==> src/rtl/grid_render_pkg.sv <==
// Purpose : shared constants, derived widths and flash FSM encoding for the grid renderer.
// Latency : n/a (package only).
// Backpr. : n/a (package only).
package grid_render_pkg;

    // Default geometry; the renderer's parameters take these as defaults.
    localparam int CELL_LOG2_DEF = 4;
    localparam int COLS_DEF      = 10;
    localparam int ROWS_DEF      = 20;

    // Board RAM address widths for the default geometry.
    localparam int ROW_W = $clog2(ROWS_DEF);
    localparam int COL_W = $clog2(COLS_DEF);

    // Colour codes with a fixed meaning.
    localparam int COLOR_EMPTY = 0;
    localparam int COLOR_GRID  = 1;

    // Line-clear flash sequencer states.
    typedef enum logic {
        FS_IDLE  = 1'b0,
        FS_FLASH = 1'b1
    } flash_state_e;

endpackage

==> src/rtl/grid_pixel_render_flash_seq.sv <==
// Purpose : line-clear flash sequencer; blinks the latched rows for FLASH_TOGGLES half-periods.
// Latency : blank_row follows state on the clock after a frame_tick; flash_done is a 1-cycle registered pulse.
// Backpr. : none; flash_start is ignored while a sequence is running.
//
// Ports: clk/rst (async, active-high), frame_tick, flash_start, flash_rows[ROWS-1:0] in;
//        flash_busy, flash_done, blank_row[ROWS-1:0] out.
module flash_seq
    import grid_render_pkg::*;
#(
    parameter int ROWS          = ROWS_DEF,
    parameter int FLASH_PERIOD  = 8,
    parameter int FLASH_TOGGLES = 6
) (
    input  logic            clk,
    input  logic            rst,
    input  logic            frame_tick,
    input  logic            flash_start,
    input  logic [ROWS-1:0] flash_rows,
    output logic            flash_busy,
    output logic            flash_done,
    output logic [ROWS-1:0] blank_row
);

    localparam int TICK_W = (FLASH_PERIOD > 1) ? $clog2(FLASH_PERIOD) : 1;
    localparam int TOG_W  = $clog2(FLASH_TOGGLES + 1);

    flash_state_e      state_q, state_d;
    logic [ROWS-1:0]   mask_q, mask_d;
    logic              vis_q, vis_d;
    logic [TICK_W-1:0] tick_cnt_q, tick_cnt_d;
    logic [TOG_W-1:0]  tog_cnt_q, tog_cnt_d;
    logic              done_q, done_d;

    always_comb begin
        state_d    = state_q;
        mask_d     = mask_q;
        vis_d      = vis_q;
        tick_cnt_d = tick_cnt_q;
        tog_cnt_d  = tog_cnt_q;
        done_d     = 1'b0;
        case (state_q)
            FS_IDLE: begin
                // A frame_tick arriving with the start is deliberately not counted.
                if (flash_start) begin
                    state_d    = FS_FLASH;
                    mask_d     = flash_rows;
                    vis_d      = 1'b1;
                    tick_cnt_d = '0;
                    tog_cnt_d  = '0;
                end
            end
            FS_FLASH: begin
                if (frame_tick) begin
                    if (tick_cnt_q == TICK_W'(FLASH_PERIOD - 1)) begin
                        tick_cnt_d = '0;
                        vis_d      = ~vis_q;
                        tog_cnt_d  = tog_cnt_q + 1'b1;
                        // Even toggle count leaves vis_d = 1, so rows end visible.
                        if (tog_cnt_d == TOG_W'(FLASH_TOGGLES)) begin
                            state_d   = FS_IDLE;
                            mask_d    = '0;
                            tog_cnt_d = '0;
                            done_d    = 1'b1;
                        end
                    end else begin
                        tick_cnt_d = tick_cnt_q + 1'b1;
                    end
                end
            end
            default: state_d = FS_IDLE;
        endcase
    end

    always_ff @(posedge clk or posedge rst) begin
        if (rst) begin
            state_q    <= FS_IDLE;
            mask_q     <= '0;
            vis_q      <= 1'b1;
            tick_cnt_q <= '0;
            tog_cnt_q  <= '0;
            done_q     <= 1'b0;
        end else begin
            state_q    <= state_d;
            mask_q     <= mask_d;
            vis_q      <= vis_d;
            tick_cnt_q <= tick_cnt_d;
            tog_cnt_q  <= tog_cnt_d;
            done_q     <= done_d;
        end
    end

    assign flash_busy = (state_q == FS_FLASH);
    assign flash_done = done_q;
    assign blank_row  = ((state_q == FS_FLASH) && !vis_q) ? mask_q : '0;

endmodule

==> src/rtl/grid_pixel_render.sv <==
// Purpose : pipelined playfield renderer: cell hit test, board RAM lookup, flash blanking, registered colour.
// Latency : exactly 2 clocks from pix_en to out_valid; one pixel per clock.
// Backpr. : none; pix_en bubbles propagate as out_valid = 0 and other outputs hold.
//
// Ports: clk/rst (async, active-high); pix_en, addr_x/addr_y in; rd_row/rd_col out, rd_data in
//        (sync RAM, 1-cycle read); frame_tick, flash_start, flash_rows in; flash_busy, flash_done out;
//        out_valid, out_in_grid, out_edge, out_inner, out_color out.
// Option : define GRID_PIXEL_LINES_EN to draw empty-cell borders in colour COLOR_GRID.
module grid_pixel_render
    import grid_render_pkg::*;
#(
    parameter int CELL_LOG2     = CELL_LOG2_DEF,
    parameter int COLS          = COLS_DEF,
    parameter int ROWS          = ROWS_DEF,
    parameter int ORG_X         = 240,
    parameter int ORG_Y         = 80,
    parameter int COLOR_W       = 3,
    parameter int FLASH_PERIOD  = 8,
    parameter int FLASH_TOGGLES = 6
) (
    input  logic                     clk,
    input  logic                     rst,
    input  logic                     pix_en,
    input  logic [9:0]               addr_x,
    input  logic [9:0]               addr_y,
    output logic [$clog2(ROWS)-1:0]  rd_row,
    output logic [$clog2(COLS)-1:0]  rd_col,
    input  logic [COLOR_W-1:0]       rd_data,
    input  logic                     frame_tick,
    input  logic                     flash_start,
    input  logic [ROWS-1:0]          flash_rows,
    output logic                     flash_busy,
    output logic                     flash_done,
    output logic                     out_valid,
    output logic                     out_in_grid,
    output logic                     out_edge,
    output logic                     out_inner,
    output logic [COLOR_W-1:0]       out_color
);

    localparam int RW = $clog2(ROWS);
    localparam int CW = $clog2(COLS);

`ifdef GRID_PIXEL_LINES_EN
    localparam bit LINES_EN = 1'b1;
`else
    localparam bit LINES_EN = 1'b0;
`endif

    // ---------------- stage 0: hit test ----------------
    logic [9:0] dx, dy, cx, cy;
    logic       in_grid0;

    always_comb begin
        // Left/top of origin wraps dx/dy; the >= checks reject those pixels.
        dx       = addr_x - 10'(ORG_X);
        dy       = addr_y - 10'(ORG_Y);
        cx       = dx >> CELL_LOG2;
        cy       = dy >> CELL_LOG2;
        in_grid0 = (addr_x >= 10'(ORG_X)) && (addr_y >= 10'(ORG_Y)) &&
                   (cx < 10'(COLS)) && (cy < 10'(ROWS));
    end

    // Stage-1 registers: RAM address plus in-cell offset metadata.
    logic [RW-1:0]        rd_row_q, rd_row_d;
    logic [CW-1:0]        rd_col_q, rd_col_d;
    logic                 s1_vld_q, s1_vld_d;
    logic                 s1_grid_q, s1_grid_d;
    logic [CELL_LOG2-1:0] s1_offx_q, s1_offx_d;
    logic [CELL_LOG2-1:0] s1_offy_q, s1_offy_d;

    // Stage-2 registers: metadata aligned with rd_data.
    logic                 s2_vld_q, s2_vld_d;
    logic                 s2_grid_q, s2_grid_d;
    logic [CELL_LOG2-1:0] s2_offx_q, s2_offx_d;
    logic [CELL_LOG2-1:0] s2_offy_q, s2_offy_d;
    logic [RW-1:0]        s2_row_q, s2_row_d;

    // Output registers.
    logic                 out_valid_q, out_valid_d;
    logic                 out_grid_q, out_grid_d;
    logic                 out_inner_q, out_inner_d;
    logic [COLOR_W-1:0]   out_color_q, out_color_d;

    logic [ROWS-1:0]      blank_row;
    logic                 inner2;
    logic                 blank2;

    flash_seq #(
        .ROWS          (ROWS),
        .FLASH_PERIOD  (FLASH_PERIOD),
        .FLASH_TOGGLES (FLASH_TOGGLES)
    ) u_flash_seq (
        .clk         (clk),
        .rst         (rst),
        .frame_tick  (frame_tick),
        .flash_start (flash_start),
        .flash_rows  (flash_rows),
        .flash_busy  (flash_busy),
        .flash_done  (flash_done),
        .blank_row   (blank_row)
    );

    always_comb begin
        // Stage 0 -> 1: capture only on pix_en so idle cycles hold the address.
        rd_row_d  = rd_row_q;
        rd_col_d  = rd_col_q;
        s1_grid_d = s1_grid_q;
        s1_offx_d = s1_offx_q;
        s1_offy_d = s1_offy_q;
        s1_vld_d  = pix_en;
        if (pix_en) begin
            rd_row_d  = in_grid0 ? cy[RW-1:0] : '0;
            rd_col_d  = in_grid0 ? cx[CW-1:0] : '0;
            s1_grid_d = in_grid0;
            s1_offx_d = dx[CELL_LOG2-1:0];
            s1_offy_d = dy[CELL_LOG2-1:0];
        end

        // Stage 1 -> 2: RAM is reading rd_row_q/rd_col_q this cycle.
        s2_vld_d  = s1_vld_q;
        s2_grid_d = s2_grid_q;
        s2_offx_d = s2_offx_q;
        s2_offy_d = s2_offy_q;
        s2_row_d  = s2_row_q;
        if (s1_vld_q) begin
            s2_grid_d = s1_grid_q;
            s2_offx_d = s1_offx_q;
            s2_offy_d = s1_offy_q;
            s2_row_d  = rd_row_q;
        end

        // Stage 2 -> out: rd_data now belongs to the stage-2 pixel.
        inner2 = s2_grid_q &&
                 (s2_offx_q != '0) && (s2_offx_q != '1) &&
                 (s2_offy_q != '0) && (s2_offy_q != '1);
        blank2 = blank_row[s2_row_q];

        out_valid_d = s2_vld_q;
        out_grid_d  = out_grid_q;
        out_inner_d = out_inner_q;
        out_color_d = out_color_q;
        if (s2_vld_q) begin
            out_grid_d  = s2_grid_q;
            out_inner_d = inner2;
            if (!s2_grid_q || blank2) begin
                out_color_d = COLOR_W'(COLOR_EMPTY);
            end else if (LINES_EN && (rd_data == COLOR_W'(COLOR_EMPTY)) && !inner2) begin
                out_color_d = COLOR_W'(COLOR_GRID);
            end else begin
                out_color_d = rd_data;
            end
        end
    end

    always_ff @(posedge clk or posedge rst) begin
        if (rst) begin
            rd_row_q    <= '0;
            rd_col_q    <= '0;
            s1_vld_q    <= 1'b0;
            s1_grid_q   <= 1'b0;
            s1_offx_q   <= '0;
            s1_offy_q   <= '0;
            s2_vld_q    <= 1'b0;
            s2_grid_q   <= 1'b0;
            s2_offx_q   <= '0;
            s2_offy_q   <= '0;
            s2_row_q    <= '0;
            out_valid_q <= 1'b0;
            out_grid_q  <= 1'b0;
            out_inner_q <= 1'b0;
            out_color_q <= '0;
        end else begin
            rd_row_q    <= rd_row_d;
            rd_col_q    <= rd_col_d;
            s1_vld_q    <= s1_vld_d;
            s1_grid_q   <= s1_grid_d;
            s1_offx_q   <= s1_offx_d;
            s1_offy_q   <= s1_offy_d;
            s2_vld_q    <= s2_vld_d;
            s2_grid_q   <= s2_grid_d;
            s2_offx_q   <= s2_offx_d;
            s2_offy_q   <= s2_offy_d;
            s2_row_q    <= s2_row_d;
            out_valid_q <= out_valid_d;
            out_grid_q  <= out_grid_d;
            out_inner_q <= out_inner_d;
            out_color_q <= out_color_d;
        end
    end

    assign rd_row      = rd_row_q;
    assign rd_col      = rd_col_q;
    assign out_valid   = out_valid_q;
    assign out_in_grid = out_grid_q;
    assign out_edge    = out_grid_q;
    assign out_inner   = out_inner_q;
    assign out_color   = out_color_q;

endmodule

==> config.mk <==
export PLATFORM = sky130hd
export DESIGN_NAME = grid_pixel_render
export DESIGN_NICKNAME = d
export VERILOG_FILES = /design/src/rtl/grid_render_pkg.sv /design/src/rtl/grid_pixel_render_flash_seq.sv /design/src/rtl/grid_pixel_render.sv
export SDC_FILE = /design/constraint.sdc
export NUM_CORES = 1
export LEC_CHECK = 0
export BUFFER_PORTS_ARGS = -buffer_cell sky130_fd_sc_hd__buf_2
export CAP_MARGIN = 20
export CORE_UTILIZATION = 40
export DETAILED_ROUTE_END_ITERATION = 12
export SETUP_SLACK_MARGIN = 0.15
export SLEW_MARGIN = 20
export SYNTH_ARGS = -nofsm -noshare
export SYNTH_HDL_FRONTEND = slang
export SYNTH_SLANG_ARGS = --single-unit
==> constraint.sdc <==
create_clock -name clk -period 6.9 [get_ports clk]
set_input_delay 1.725 -clock clk [delete_from_list [all_inputs] [get_ports clk]]
set_output_delay 1.725 -clock clk [all_outputs]
set_load 0.02 [all_outputs]
==> flow_summary.yaml, run 1 <==
status:
  status: "finished, final reports clean"
placed_design:
  dp_hpwl_um: 4460
  dp_cells: 453
  place.port_buffers: 65
  gp_congestion: 0.841
sta:
  fin_crit_sh: 0.452
  worstMarginPinSlew_ns: 0.848
  fmax_mhz: 320
  setup_tns_ns: 0
  hold_viol_final: 0
  rsz0062_at_grt: "false"
  layout_min_cycle_time_ns: 3.12
  slew_violations: 0
  skew_ns: 0.00598
  max_slew_margin: 0.434
  setup_viol: 0
floorplanning:
  initial_core_util: 0.417
  fp.dieW_um: 92.0
  design.die.area_um2: 8470
  fp.dieH_um: 92.0
  core_um2: 7770
  top_level_ports: 66
  rows: 32
critical_path:
  r2r_end: "out_color[1]"
  cp_max_fo: 10
  path_class: "in -> reg"
  start_kind: "input port"
  arrival_ns: 3.37
  r2r_setup_slack_ns: 5.11
  r2r_cells: 4
  reg2reg_from: "s2_row_q[0]"
  cp.required_ns: 7.15
  end_kind: "flop"
power:
  irDropWorstVdd_mv: 0.0963
  p_total_w: 0.00110
  p_leak_nw: 1.78
  power-per-cell-area_nw_per_um2: 285
drt:
  detail_route.wirelength_um: 6230
  first_pass_iters: 4
  drtIter0Drc: 86
  wl_met2_um: 2980
  ant_nets: 0
  top_layer: "met4"
  via_per_inst: 5.05
  wl_per_cell_um: 13.3
  wl_met3_um: 212
  vias: 2369
  routedLengthMet1_um: 2910
  drc: 0
synthesis:
  synthSimpleGateAreaFrac: 0.114
  async_flop_share: 1.00
  ys_warn_count: 0
  seq_area_frac_synth: 0.533
  synth-edff-count: 0
  syn_avg_cell_area_um2: 10.8
  post-synth-top-area-cell: "dfrtp_1"
  syn_nets: 354
  synth_mux_area_frac: 0.120
  synthAdderAreaFrac: 0.0270
  synth-xor-area-share: 0.0216
  post-synth-top-area-fraction: 0.525
  synth_common_cells: "dfrtp_1 (68), nand2_1 (50), o21ai_0 (29)"
  synth_cells: 299
  synthFlopType: "dfrtp_1"
  synth_area_leaders: "dfrtp_1 (53%), mux2_2 (8.0%), nand2_1 (5.8%)"
  synth_top_family_by_area: "compound AO/OA/AOI/OAI gates"
  synth_compound_area_frac: 0.135
  yosysUniqueCellTypes: 44
  syn_area_um2: 3240
  yosys_register_bits: 69
  yosysMostFrequentCell: "dfrtp_1"
clock_network:
  cts.clk_slew.worst_paths_ns: 0.07
  clock_latency_ns: 0.33
  clock-sinks: 69
  htreeDepth: 3
  cts_tree: "done"
  hold_buffers: 0
  cts_made_buffers: 9
  cts_max_path_buffers: 2
  post_cts_buffers: 0
  cts_root_buffer: "clkbuf_8"
  cts-resized-gates: 0
min_path:
  worstHoldPathType: "reg -> reg"
  holdPathEnd: "out_color[1]"
  min_path_cells: 2
  hp-start: "out_color[1]"
grt:
  grt_pass1_wl_um: 10700
  grt_usage: 0.163
  grt_overflow_total: 0
  grt_antenna_before_repair: 0
  grt_max_degree: 70
  grt_pass1_vias: 2340
run:
  maxCapViolations: 0
cells_and_area:
  drive_above_1_share: 0.313
  antenna_cells: 0
  synthToLayoutAreaGrowth_pct: 19.1
  final_cells: 469
  layout.nets: 417
## state kept, by name, indices dropped and copies added (netlist names), 4 cells and up
signal,cells
s2_offy_q,4
s2_row_q,5
rd_col,4
s2_offx_q,4
s1_offy_q,4
rd_row,5
u_flash_seq.mask_q,20
s1_offx_q,4
## metal layers
metal / track usage / vias up
li1: - / 1169
met5: 0 / -
met2: 0.254 / 43
met4: 0.0794 / 0
met1: 0.212 / 1145
met3: 0.0390 / 12
## cells by family after synthesis
kind of cell / count (synthesis)
fa+ha+maj: 7
mux: 31
simple gates: 81
xor+xnor: 8
buf+inv: 39
compound gates: 64
flops: 69
## how the worst max path moves through the flow
stage              start  depth (start not counted)      endpoint
2_1_floorplan        rst                          1  out_color[0]
5_1_grt        addr_y[4]                          8     rd_row[0]
3_5_place_dp   addr_y[4]                          8     rd_col[1]
3_3_place_gp   addr_y[4]                          8     rd_row[0]
6_report       addr_y[4]                          8     rd_col[1]
4_1_cts        addr_y[4]                          8     rd_col[1]
## worst max-delay path, cell delays in order
cell and delay [ns]:
buf_2 0.13, inv_1 0.05, ha_1 0.25, nor4b_2 0.34, o31ai_1 0.15, a211oi_2 0.19, o2111ai_2 0.31, o22ai_1 0.21
## through the flow
stage,util,area [µm²],hold WS [ns],setup WS [ns]
final,0.497,3860,0.499,3.78
after global routing,0.497,3860,0.525,3.61
after CTS,0.496,3860,0.504,3.78
after detailed placement,0.468,3640,0.489,3.45
after global placement,0.468,3640,0.476,3.53
after floorplan,-,3240,0.352,3.44
## report_power, final
part           switching, W  internal, W
clock              0.000146     0.000213
sequential        0.0000521     0.000491
combinational      0.000100    0.0000966
total              0.000298     0.000801
## layout by cell type, fill, tap and decap left out, drive strengths merged, types with 4 or more instances in the layout
cell / n
dfrtp: 68
buf: 67
nand2: 50
o21ai: 29
inv: 24
mux2: 23
clkbuf: 12
o22ai: 9
nor2: 9
ha: 7
nand3: 7
a21oi: 6
mux2i: 5
xor2: 4
a32o: 4
xnor2: 4
## layout make-up
class / count / area, µm²
Clock buffer: 12 / 145
Clock inverter: 4 / 72.6
Fill cell: 772 / 3910
Inverter: 24 / 90.1
Multi-Input combinational cell: 191 / 1360
Sequential cell: 69 / 1730
Tap cell: 102 / 128
Timing Repair Buffer: 67 / 340
Note: power is estimated with default switching activity, not from simulation.
==> inputs of run 2 (changes only) <==
ABC_AREA = 1   (was not set)
clock period = 3.2 ns   (was 6.9 ns; I/O delays follow)
==> run 2 against run 1 <==
  * The flow now finishes with violations (design-rule violations)
  * Total power is 120% higher
  * Count of clock-buffer cells in the layout is 3 lower
  * Combinational power is 140% higher
  * Highest routed layer unchanged
  * Via count is 8.6% higher
==> flow_summary.yaml, run 2 <==
clock_network:
  hold_buffers: 0
  cts-resized-gates: 0
  htreeDepth: 3
  clock_latency_ns: 0.34
  cts_max_path_buffers: 2
  cts_root_buffer: "clkbuf_8"
  cts_made_buffers: 9
  cts.clk_slew.worst_paths_ns: 0.08
  post_cts_buffers: 0
  clock-sinks: 69
  cts_tree: "done"
floorplanning:
  top_level_ports: 66
  fp.dieW_um: 91.1
  fp.dieH_um: 91.1
  initial_core_util: 0.413
  rows: 32
  core_um2: 7690
  design.die.area_um2: 8290
placed_design:
  place_area_um2: 3590
  dp_cells: 524
  dp_hpwl_um: 4800
  place.port_buffers: 65
  gp_congestion: 0.799
synthesis:
  yosysMostFrequentCell: "nand2_1"
  yosysUniqueCellTypes: 30
  synth_area_leaders: "dfrtp_1 (54%), nand2_1 (11%), nand3_1 (7.9%)"
  syn_nets: 424
  synth_cells: 369
  syn_avg_cell_area_um2: 8.60
  post-synth-top-area-fraction: 0.536
  yosys_register_bits: 69
  ys_warn_count: 0
  synth-xor-area-share: 0.0166
  syn_area_um2: 3170
  synthAdderAreaFrac: 0.0276
  async_flop_share: 1.00
  seq_area_frac_synth: 0.545
  synth_common_cells: "nand2_1 (92), dfrtp_1 (68), nand3_1 (50)"
  synth_mux_area_frac: 0
  synth-edff-count: 0
  post-synth-top-area-cell: "dfrtp_1"
  synth_compound_area_frac: 0.110
  synth_top_family_by_area: "simple AND/OR/NAND/NOR gates"
  synthSimpleGateAreaFrac: 0.225
  synthFlopType: "dfrtp_1"
critical_path:
  start_kind: "flop"
  path_class: "reg -> reg"
  r2r_end: "u_flash_seq.mask_q[13]"
  arrival_ns: 2.30
  end_kind: "flop"
  reg2reg_from: "u_flash_seq.flash_busy"
  cp_max_fo: 23
  r2r_cells: 4
  r2r_setup_slack_ns: 1.11
  cp.required_ns: 3.40
cells_and_area:
  layout_common_cells: "nand2_1 (92), dfrtp_1 (68), buf_2 (65)"
  final_common_cell: "nand2_1"
  synthToLayoutAreaGrowth_pct: 20.2
  top_register: "u_flash_seq.mask_q"
  nFillCells: 759
  largest_register_ffs: 20
  finalInstanceArea_um2: 3810
  layout.nets: 488
  final_cells: 540
  antenna_cells: 0
  regArea_um2: 1730
  multiInputGateArea_um2: 1200
  drive_above_1_share: 0.219
  utilization: 0.496
run:
  maxCapViolations: 0
drt:
  ant_nets: 0
  first_pass_iters: 10
  via_per_inst: 4.76
  vias: 2572
  wl_per_cell_um: 12.0
  detail_route.wirelength_um: 6510
  drtIter0Drc: 83
  drc: 1
power:
  clkPwrFrac: 0.327
  intPower_w: 0.00168
  power-per-cell-area_nw_per_um2: 626
  switchingPower_w: 0.000708
  irDropWorstVdd_mv: 0.199
  power.share.sequential: 0.476
  swShare: 0.296
  p_leak_nw: 2.01
  combPwrFrac: 0.197
grt:
  grt_antenna_before_repair: 0
  grt_pass1_wl_um: 11700
  grt_usage: 0.178
  grt_max_degree: 40
  grt_pass1_vias: 2612
  grt_overflow_total: 0
sta:
  layout_min_cycle_time_ns: 2.09
  rsz0062_at_grt: "false"
  worstMarginPinSlew_ns: 0.702
  hold_viol_final: 0
  skew_ns: 0.0101
  setup_tns_ns: 0
  slew_violations: 0
  setup_viol: 0
  max_slew_margin: 0.532
  fin_crit_sh: 0.653
  fmax_mhz: 478
status:
  status: "finished, violations left"
  violations: "design-rule violations"
min_path:
  min_path_cells: 0
  worstHoldPathType: "reg -> reg"
  hp-start: "out_valid_d"
  holdPathEnd: "out_valid"
## run 2: how the worst max path moves through the flow
stage,start,to,slack [ns],depth (start not counted)
2_1_floorplan,rst,out_color[0],0.66,1
3_3_place_gp,pix_en,rd_row[3],1.06,9
3_5_place_dp,pix_en,rd_row[2],0.94,9
4_1_cts,u_flash_seq.flash_busy,u_flash_seq.mask_q[14],1.06,4
5_1_grt,u_flash_seq.flash_busy,u_flash_seq.mask_q[16],0.81,4
6_report,u_flash_seq.flash_busy,u_flash_seq.mask_q[13],1.11,4
## run 2: power groups by stage
stage / sequential (W) / clock [W] / combinational (W)
2_1_floorplan: 0.00115 / 0 / 0.000332
3_3_place_gp: 0.00115 / 0 / 0.000457
3_5_place_dp: 0.00115 / 0 / 0.000476
4_1_cts: 0.00114 / 0.000806 / 0.000478
5_1_grt: 0.00116 / 0.000846 / 0.000554
6_report: 0.00114 / 0.000782 / 0.000470
## run 2: per-layer routing
layer / global-route usage / part of all wire
met1: 0.241 / 0.50
met2: 0.271 / 0.44
met3: 0.0377 / 0.044
met4: 0.0847 / 0.015
met5: 0 / 0
## run 2: cells by family after synthesis
family,count (synthesis)
simple gates,164
buf+inv,62
fa+ha+maj,7
compound gates,61
flops,69
xor+xnor,6
## run 2: worst max-delay path, stage by stage, from the launching register on
cell and delay, ns:
dfrtp_1 0.44, inv_1 0.49, nand2_1 0.42, nand2_1 0.45
o21ai_0 0.15
## run 2: stage by stage
stage,hold WS (ns),setup WS (ns),total power [W]
detailed placement,0.383,0.944,0.00163
floorplan,0.352,0.662,0.00148
finish,0.408,1.11,0.00239
global route,0.424,0.813,0.00256
CTS,0.407,1.06,0.00242
global placement,0.382,1.06,0.00161
## run 2: cell type report
cell class | count | share of cell area
flip-flops and latches | 69 | 0.453
well taps | 102 | 0.0335
repair buffers | 67 | 0.0925
multi-input cells | 238 | 0.316
clock inverters | 7 | 0.0259
inverters | 48 | 0.0472
clock buffers | 9 | 0.0325
